[src/rtl/display_pkg.sv]
// Shared definitions for the display path: page encodings, default timing
// parameters and the page rotation order. Used by the scheduler and the
// digit mux so both agree on what each content code means.
package display_pkg;

  typedef enum logic [1:0] {
    TIME24 = 2'b00,
    TIME12 = 2'b01,
    DATE   = 2'b10,
    YEAR   = 2'b11
  } content_e;

  localparam int SCAN_DIV_DEF     = 100000;
  localparam int DWELL_FRAMES_DEF = 500;

  // Page rotation order: TIME24 -> TIME12 -> DATE -> YEAR -> TIME24.
  function automatic content_e next_content(input content_e cur);
    content_e nxt;
    case (cur)
      TIME24:  nxt = TIME12;
      TIME12:  nxt = DATE;
      DATE:    nxt = YEAR;
      default: nxt = TIME24;
    endcase
    return nxt;
  endfunction

endpackage

[src/rtl/display_scheduler_if.sv]
// Display scheduler bus: button/auto-rotate requests in, page selection,
// active digit, blanking and frame strobe out.
//   master : request side (drives mode_btn, auto_en)
//   slave  : scheduler side (drives content, clk_quick, blank, frame_tick)
interface display_scheduler_if;
  import display_pkg::*;

  logic       mode_btn;
  logic       auto_en;
  content_e   content;
  logic [1:0] clk_quick;
  logic       blank;
  logic       frame_tick;

  modport master (
    output mode_btn, auto_en,
    input  content, clk_quick, blank, frame_tick
  );

  modport slave (
    input  mode_btn, auto_en,
    output content, clk_quick, blank, frame_tick
  );

endinterface

[src/rtl/display_scheduler_scan_counter.sv]
// scan_counter: digit scan timebase. A prescaler counts 0..SCAN_DIV-1; the
// last count is a scan step, which advances the 2-bit digit index.
// Ports:
//   clk, rst_n  : clock, async active-low reset
//   clk_quick   : registered active digit index, 0 = rightmost
//   step        : high for the cycle where the prescaler is at terminal count
//   frame_end   : step while the last digit (index 3) is active
module scan_counter #(
  parameter int SCAN_DIV = display_pkg::SCAN_DIV_DEF
) (
  input  logic       clk,
  input  logic       rst_n,
  output logic [1:0] clk_quick,
  output logic       step,
  output logic       frame_end
);

  localparam int CNT_W = (SCAN_DIV > 1) ? $clog2(SCAN_DIV) : 1;

  logic [CNT_W-1:0] presc;

  assign step      = (presc == CNT_W'(SCAN_DIV - 1));
  assign frame_end = step && (clk_quick == 2'd3);

  always_ff @(posedge clk or negedge rst_n) begin
    if (!rst_n) begin
      presc     <= '0;
      clk_quick <= 2'd0;
    end else if (step) begin
      presc     <= '0;
      clk_quick <= clk_quick + 2'd1;
    end else begin
      presc     <= presc + 1'b1;
    end
  end

endmodule

[src/rtl/display_scheduler.sv]
// display_scheduler: chooses which page the 4-digit display shows and when.
// Page changes are deferred to frame boundaries so a frame never mixes two
// pages; the frame right after a change is blanked.
// Ports:
//   clk, rst_n : clock, async active-low reset
//   bus        : slave side of display_scheduler_if
//                (mode_btn, auto_en in; content, clk_quick, blank, frame_tick out)
//
// Page state (content register):
//   state  | meaning
//   TIME24 | 24-hour time
//   TIME12 | 12-hour time
//   DATE   | date
//   YEAR   | year
module display_scheduler
  import display_pkg::*;
#(
  parameter int SCAN_DIV     = SCAN_DIV_DEF,
  parameter int DWELL_FRAMES = DWELL_FRAMES_DEF
) (
  input  logic                clk,
  input  logic                rst_n,
  display_scheduler_if.slave  bus
);

  // Zero-width guard for DWELL_FRAMES == 1 (dwell then always expires).
  localparam int DW_W = (DWELL_FRAMES > 1) ? $clog2(DWELL_FRAMES) : 1;

  logic [1:0] clk_quick;
  logic       step;
  logic       frame_end;

  scan_counter #(.SCAN_DIV(SCAN_DIV)) u_scan (
    .clk       (clk),
    .rst_n     (rst_n),
    .clk_quick (clk_quick),
    .step      (step),
    .frame_end (frame_end)
  );

  content_e        content_q, content_d;
  logic            pending_q, pending_d;
  logic [DW_W-1:0] dwell_q,   dwell_d;
  logic            blank_q,   blank_d;
  logic            tick_q,    tick_d;

  logic frame_bnd;
  logic dwell_expire;
  logic advance;

  assign frame_bnd    = step && frame_end;
  assign dwell_expire = bus.auto_en && (dwell_q == DW_W'(DWELL_FRAMES - 1));
  // Only the registered pending flag counts, so a press landing on the
  // boundary cycle waits for the next frame.
  assign advance      = frame_bnd && (pending_q || dwell_expire);

  always_ff @(posedge clk or negedge rst_n) begin
    if (!rst_n) begin
      content_q <= TIME24;
      pending_q <= 1'b0;
      dwell_q   <= '0;
      blank_q   <= 1'b0;
      tick_q    <= 1'b0;
    end else begin
      content_q <= content_d;
      pending_q <= pending_d;
      dwell_q   <= dwell_d;
      blank_q   <= blank_d;
      tick_q    <= tick_d;
    end
  end

  always_comb begin
    content_d = content_q;
    pending_d = pending_q;
    dwell_d   = dwell_q;
    blank_d   = blank_q;
    tick_d    = frame_bnd;

    // Presses while a request is outstanding are dropped.
    if (pending_q) begin
      if (frame_bnd) pending_d = 1'b0;
    end else if (bus.mode_btn) begin
      pending_d = 1'b1;
    end

    if (!bus.auto_en) begin
      dwell_d = '0;
    end else if (frame_bnd) begin
      dwell_d = advance ? '0 : dwell_q + 1'b1;
    end

    // Blank exactly the frame that follows a page change.
    if (frame_bnd) blank_d = advance;

    if (advance) content_d = next_content(content_q);
  end

  assign bus.content    = content_q;
  assign bus.clk_quick  = clk_quick;
  assign bus.blank      = blank_q;
  assign bus.frame_tick = tick_q;

endmodule

[src/flat_wrapper.sv]
// flat-port wrapper written by rule: the top's interface ports become plain ports
module display_scheduler_flat import display_pkg::*;
#(
  parameter int SCAN_DIV     = SCAN_DIV_DEF,
  parameter int DWELL_FRAMES = DWELL_FRAMES_DEF
)
  (clk, rst_n, bus_mode_btn, bus_auto_en, bus_content, bus_clk_quick, bus_blank, bus_frame_tick);
  display_scheduler_if bus_i ();
  input  logic clk;
  input  logic rst_n;
  input wire logic [$bits(bus_i.mode_btn)-1:0] bus_mode_btn;
  input wire logic [$bits(bus_i.auto_en)-1:0] bus_auto_en;
  output wire logic [$bits(bus_i.content)-1:0] bus_content;
  output wire logic [$bits(bus_i.clk_quick)-1:0] bus_clk_quick;
  output wire logic [$bits(bus_i.blank)-1:0] bus_blank;
  output wire logic [$bits(bus_i.frame_tick)-1:0] bus_frame_tick;
  assign bus_i.mode_btn = bus_mode_btn;
  assign bus_i.auto_en = bus_auto_en;
  assign bus_content = bus_i.content;
  assign bus_clk_quick = bus_i.clk_quick;
  assign bus_blank = bus_i.blank;
  assign bus_frame_tick = bus_i.frame_tick;
  display_scheduler #(.SCAN_DIV(SCAN_DIV), .DWELL_FRAMES(DWELL_FRAMES)) u_core (.clk(clk), .rst_n(rst_n), .bus(bus_i));
endmodule
[config.mk]
export PLATFORM = sky130hd
export DESIGN_NAME = display_scheduler_flat
export DESIGN_NICKNAME = d
export VERILOG_FILES = /design/src/rtl/display_pkg.sv /design/src/rtl/display_scheduler_if.sv /design/src/rtl/display_scheduler_scan_counter.sv /design/src/rtl/display_scheduler.sv /design/src/flat_wrapper.sv
export SDC_FILE = /design/constraint.sdc
export NUM_CORES = 1
export LEC_CHECK = 0
export ABC_AREA = 1
export BUFFER_PORTS_ARGS = -buffer_cell sky130_fd_sc_hd__buf_4
export CORE_UTILIZATION = 60
export CTS_BUF_LIST = sky130_fd_sc_hd__clkbuf_16
export CTS_CLUSTER_SIZE = 40
export DETAILED_ROUTE_END_ITERATION = 10
export PLACE_DENSITY_LB_ADDON = 0.1
export REMOVE_ABC_BUFFERS = 1
export SYNTH_ARGS = -nofsm -noshare
export SYNTH_HDL_FRONTEND = slang
export SYNTH_HIERARCHICAL = 1
export SYNTH_SLANG_ARGS = --single-unit
export TNS_END_PERCENT = 50
[constraint.sdc]
create_clock -name clk -period 2.35 [get_ports clk]
set_clock_uncertainty 0.1 [all_clocks]
set_input_delay 0.235 -clock clk [delete_from_list [all_inputs] [get_ports clk]]
set_output_delay 0.235 -clock clk [all_outputs]
set_load 0.005 [all_outputs]
# Yosys cells after proc, flatten, opt, wreduce, memory -nomap -nowiden
# Index checks and enable logic that the tools add are counted.
dict set report word_totals {
  n_memories 0
  latchBits 0
  input_bits 4
  mem_bits_rw 0
  output_inout_bits 6
  rom_bits 0
  reg_bits 33
  word_cells 30
}
dict set report classes {
  div_mod_pow 0
  magnitude_cmp 0
  n_bitwise 0
  addsub 3
  muxes 8
  eq_ne 6
  n_reduce_logical 6
  shift 0
  multipliers 0
}
# operator n
set op_table {}
lappend op_table {{2-to-1 mux 9 bit} 3}
lappend op_table {{adder 17 x 1 -> 17 bit, second input constant} 1}
lappend op_table {{equality test 17 bit, second input constant} 1}
lappend op_table {{2-to-1 mux 17 bit} 1}
lappend op_table {{adder 9 x 1 -> 9 bit, second input constant} 1}
lappend op_table {{equality test 9 bit, second input constant} 1}
lappend op_table {{case mux 2 bit (3 select lines)} 1}
lappend op_table {{equality test 2 bit, second input constant} 2}
lappend op_table {{logical AND 1 bit} 4}
lappend op_table {{2-to-1 mux 1 bit} 3}
lappend op_table {{adder 2 x 1 -> 2 bit, second input constant} 1}
lappend op_table {{equality test 2 x 1 -> 1 bit, second input constant} 1}
lappend op_table {{logical NOT 2 bit} 1}
lappend op_table {{!= test 2 x 1 -> 1 bit, second input constant} 1}
lappend op_table {{logical OR 1 bit} 1}

# Logic depth before layout (Yosys ltp)
dict set report depth {
  word_depth 7
  depth_mapped 12
  ltp_nobuf 12
}

# Hierarchy
# Netlist, hierarchy kept.
# module instances area_each_um2 cells_per_inst
set by_module_without_submodules {}
lappend by_module_without_submodules {scan_counter 1 1124.8 153}
lappend by_module_without_submodules {display_scheduler 1 798.3 102}

# Worst setup path after synthesis
# No wires, ideal clock.
dict set report synth_timing {
  path_type {reg2reg}
  start {reg u_core.u_scan.presc[0]}
  end {reg u_core.dwell_q[6]}
  path_slack_ns 0.450
  stages_incl_launch_ff 11
  synth_period_minus_slack_ns 1.900
  required_ns 2.130
  arrival_time_ns 1.680
  cell_sequence {dfrtp_1 > ha_1 > nand3_4 > inv_2 > nand3_2 > nor2_1 > nand2_1 > nor3_1 > nand3b_2 > nand3_2 > nor2_1}
}
dict set report synth_via {
  elab_chain_cells 7
  word_cells_on_any_way 8
  cone_classes {2 x eq/ne; 3 x mux; 3 x reduce/logical}
}
# item line
set synth_lines {}
lappend synth_lines {{from (decl)} display_scheduler_scan_counter.sv:20} ;# logic [CNT_W-1:0] presc;
lappend synth_lines {{from (signal assigned)} display_scheduler_scan_counter.sv:33} ;# presc <= presc + 1'b1;
lappend synth_lines {{equality test 17 bit *} display_scheduler_scan_counter.sv:22} ;# assign step = (presc == CNT_W'(SCAN_DIV - 1));
lappend synth_lines {{logical AND 1 bit *} display_scheduler_scan_counter.sv:23} ;# assign frame_end = step && (clk_quick == 2'd3);
lappend synth_lines {{via u_core.frame_end} display_scheduler.sv:31} ;# logic frame_end;
lappend synth_lines {{logical AND 1 bit *} display_scheduler.sv:51} ;# assign frame_bnd = step && frame_end;
lappend synth_lines {{logical AND 1 bit} display_scheduler.sv:55} ;# assign advance = frame_bnd && (pending_q || dwell_expire);
lappend synth_lines {{2-to-1 mux 9 bit} display_scheduler.sv:90} ;# dwell_d = advance ? '0 : dwell_q + 1'b1;
lappend synth_lines {{2-to-1 mux 9 bit} display_scheduler.sv:89} ;# end else if (frame_bnd) begin
lappend synth_lines {{2-to-1 mux 9 bit} display_scheduler.sv:87} ;# if (!bus.auto_en) begin
lappend synth_lines {{to (signal assigned)} display_scheduler.sv:67} ;# dwell_q <= dwell_d;
lappend synth_lines {{to (decl)} display_scheduler.sv:43} ;# logic [DW_W-1:0] dwell_q, dwell_d;
# The timed path passes the listed nets; every way through them passes the cells marked *. The select of a mux whose other input is x is not followed.
# A chain may end at the register's enable or synchronous reset.

# Worst setup path after layout
dict set report layout_timing {
  start {reg u_core.u_scan.presc[0]}
  end {reg u_core.dwell_q[6]}
}
dict set report layout_via {
  elab_chain_cells 7
  word_cells_on_any_way 8
  cone_classes {2 x eq/ne; 3 x mux; 3 x reduce/logical}
}
# item line
set layout_lines {}
lappend layout_lines {{equality test 17 bit *} display_scheduler_scan_counter.sv:22}
lappend layout_lines {{via u_core.step} display_scheduler.sv:30} ;# logic step;
lappend layout_lines {{logical AND 1 bit} display_scheduler_scan_counter.sv:23}
lappend layout_lines {{logical AND 1 bit *} display_scheduler.sv:51}
lappend layout_lines {{logical AND 1 bit} display_scheduler.sv:55}
lappend layout_lines {{2-to-1 mux 9 bit} display_scheduler.sv:90}
lappend layout_lines {{2-to-1 mux 9 bit} display_scheduler.sv:89}
lappend layout_lines {{2-to-1 mux 9 bit} display_scheduler.sv:87}
# Marked as above.

==> impl_metrics.tcl <==
set metrics [dict create \
    drc 0 \
    numPortBuffers 9 \
    cts_tree "yes" \
    die_h_um 58.6 \
    holdWs_ps 89.9 \
    wl_um 3680 \
    crit_path_start_kind "register" \
    die_w_um 58.6 \
    io_pins 10 \
    setup_violations 0 \
    ys_warn_count 6 \
    hpwl_um 2690 \
    yosysTopAreaCell "dfrtp_1" \
    grt_use_met2_pct 37.8 \
    clock_sinks 33 \
    cp.required_ps 2410 \
    worstSetupEndpointType "register" \
    routabilityCongestion 0.846 \
    clock_path_buffers 2 \
    synth_seq_area_share_pct 42.9 \
    row_count 20 \
    grt-ovfl-total 0 \
    grt_pass1_vias 1479 \
    final_hold_viol_count 0 \
    period_minus_slack_ps 2010 \
    synth.most_common_cell "nand2_1" \
    cts_buffers 5 \
    synth_seq_cells 33 \
    post-route-period-util_pct 85.5 \
    status "finished clean" \
    root_buffer "clkbuf_16" \
    diodes 0 \
    clk_pin_slew_ps 50 \
    use_met1_pct 39.1 \
    crit_fanout 6 \
    synthesis.area_um2 1920 \
    vias_per_cell 4.96 \
    ir_worst_vdd_mv 0.470 \
    synthTopCellsByArea "dfrtp_1, nand2_1, inv_1, nor2_1, nand3_1" \
    powerDensity_nw_per_um2 541 \
    synth_ff_type "dfrtp_1" \
    grt.total_usage_pct 26.6 \
    rsz0062_at_grt "false" \
    layout-drive-gt1-share_pct 16.9 \
    netlist_instances 255 \
    start_util_pct 63.0 \
    synth_edf_count 0 \
    relSlewSlack_pct 72.1 \
    drv_cap 0 \
    hold_path_class "in -> reg" \
    synthDominantCellAreaShare_pct 42.9 \
    first_pass_iters 4 \
    clock_latency_ps 270 \
    avgSynthCellArea_um2 7.54 \
    nets 282 \
    ant_nets 0 \
    cts_setup_buffers 0 \
    grt_pass1_wl_um 6670 \
    synth_common_cells "nand2_1, inv_1, nor2_1, dfrtp_1, nand3_1" \
    async_flop_share_pct 100 \
    drtIter0Drc 90 \
    post_drt_wl_per_cell_um 11.6 \
    critPathKind "reg -> reg" \
    finalSetupTns_ps 0 \
    antenna_found_initial 0 \
    fmax_ghz 0.498 \
    vias 1566 \
    htree_levels 2 \
    top_usage_layer "met1" \
    use_met3_pct 7.25 \
    critPathArrivalTime_ps 2070 \
    power_mw 1.18 \
    synthDistinctLibCells 25 \
    grt_max_degree 34 \
    worstMarginPinSlew_ps 418 \
    dieArea_um2 3440 \
    slew_violations 0 \
    fillCellCount 258 \
    coreArea_um2 3050 \
    syn2layout_area_growth_pct 13.6 \
    p_leak_nw 1.18 \
]
-- stage by stage --
stage,area (um2),utilization [%],setup slack [ps],std cells
3_3_place_gp,2040,66.9,391,308
4_1_cts,2180,71.6,311,316
3_5_place_dp,2040,66.9,341,308
6_report,2180,71.6,341,316
5_1_grt,2180,71.6,143,316
2_1_floorplan,1910,-,450,254
-- metal layers --
metal,wire length (um),vias to the layer above
li1,-,816
met1,1880,703
met2,1540,42
met3,203,5
met4,53,0
met5,0,-
-- critical path, cell delays in order (launching register included) --
cell	delay [ps]
dfrtp_1	380
ha_1	250
nand3_4	130
inv_2	110
nand2_2	70
nor2_4	130
nand2_1	130
nor3_1	200
nand3b_2	170
nand3_2	160
nor2_1	60
-- layout make-up --
cell class / instances / area (um2) / share of cell area (%)
inverters: 46 / 173 / 7.90
repair buffers: 11 / 85.1 / 3.89
well taps: 44 / 55.1 / 2.52
clock buffers: 5 / 125 / 5.73
multi-input cells: 175 / 913 / 41.8
clock inverters: 2 / 7.51 / 0.344
flip-flops and latches: 33 / 826 / 37.8
-- path summary, 6_finish.rpt --
path	start	end	slack (ps)	depth (start not counted)
max in group asynchronous	rst_n	u_core/u_scan/presc[15]	1500	2
min	bus_mode_btn	u_core/pending_q	90	3
min reg2reg	u_core/pending_q	u_core/pending_q	410	2
max	u_core/u_scan/presc[0]	u_core/dwell_q[6]	340	10
min in group asynchronous	rst_n	u_core/u_scan/presc[12]	340	2
max reg2reg	u_core/u_scan/presc[0]	u_core/dwell_q[6]	340	10
-- what timing repair did --
action | in CTS | in global routing
hold buffers | 1 | 0
gates resized for setup | 0 | 0
endpoints found under the hold margin | 33 | 0
-- power by group --
group | internal (mW) | total, mW | leakage, nW | switching, mW
clock network | 0.377 | 0.590 | 0.0685 | 0.213
registers | 0.569 | 0.569 | 0.436 | 0.0000000000000000185
logic | 0.00567 | 0.0228 | 0.680 | 0.0171
-- logic make-up (layout without fill, tap and decap cells) --
family | after synthesis | after routing | synth area share [%]
XOR/XNOR | 7 | 7 | 3.19
AND/OR/NAND/NOR | 152 | 152 | 37.3
adder cells (fa/ha/maj) | 6 | 6 | 3.90
buffers and inverters | 47 | 64 | 9.56
AO/OA/AOI/OAI | 10 | 10 | 3.06
flip-flops | 33 | 33 | 42.9
-- placed cells by master (no fill, tap or decap), drive strengths merged --
cell type    instances
nand4                6
buf                 10
ha                   6
a31o                 1
nand3               22
nor2                46
or2                  1
a21oi                4
nand3b               1
inv                 47
nor3                 3
o21ai                3
dlygate4sd3          1
dfrtp               33
clkinv               1
clkbuf               5
o21bai               2
xnor2                2
nand2               73
xor2                 5
-- registers in the layout, summed over array words and instances, names as in the netlist --
signal                   flops
u_core/bus.content           2
u_core/bus.blank             1
u_core/pending_q             1
u_core/u_scan/clk_quick      2
u_core/u_scan/presc         17
u_core/dwell_q               9
u_core/bus.frame_tick        1
(Power assumes the default switching activity.)
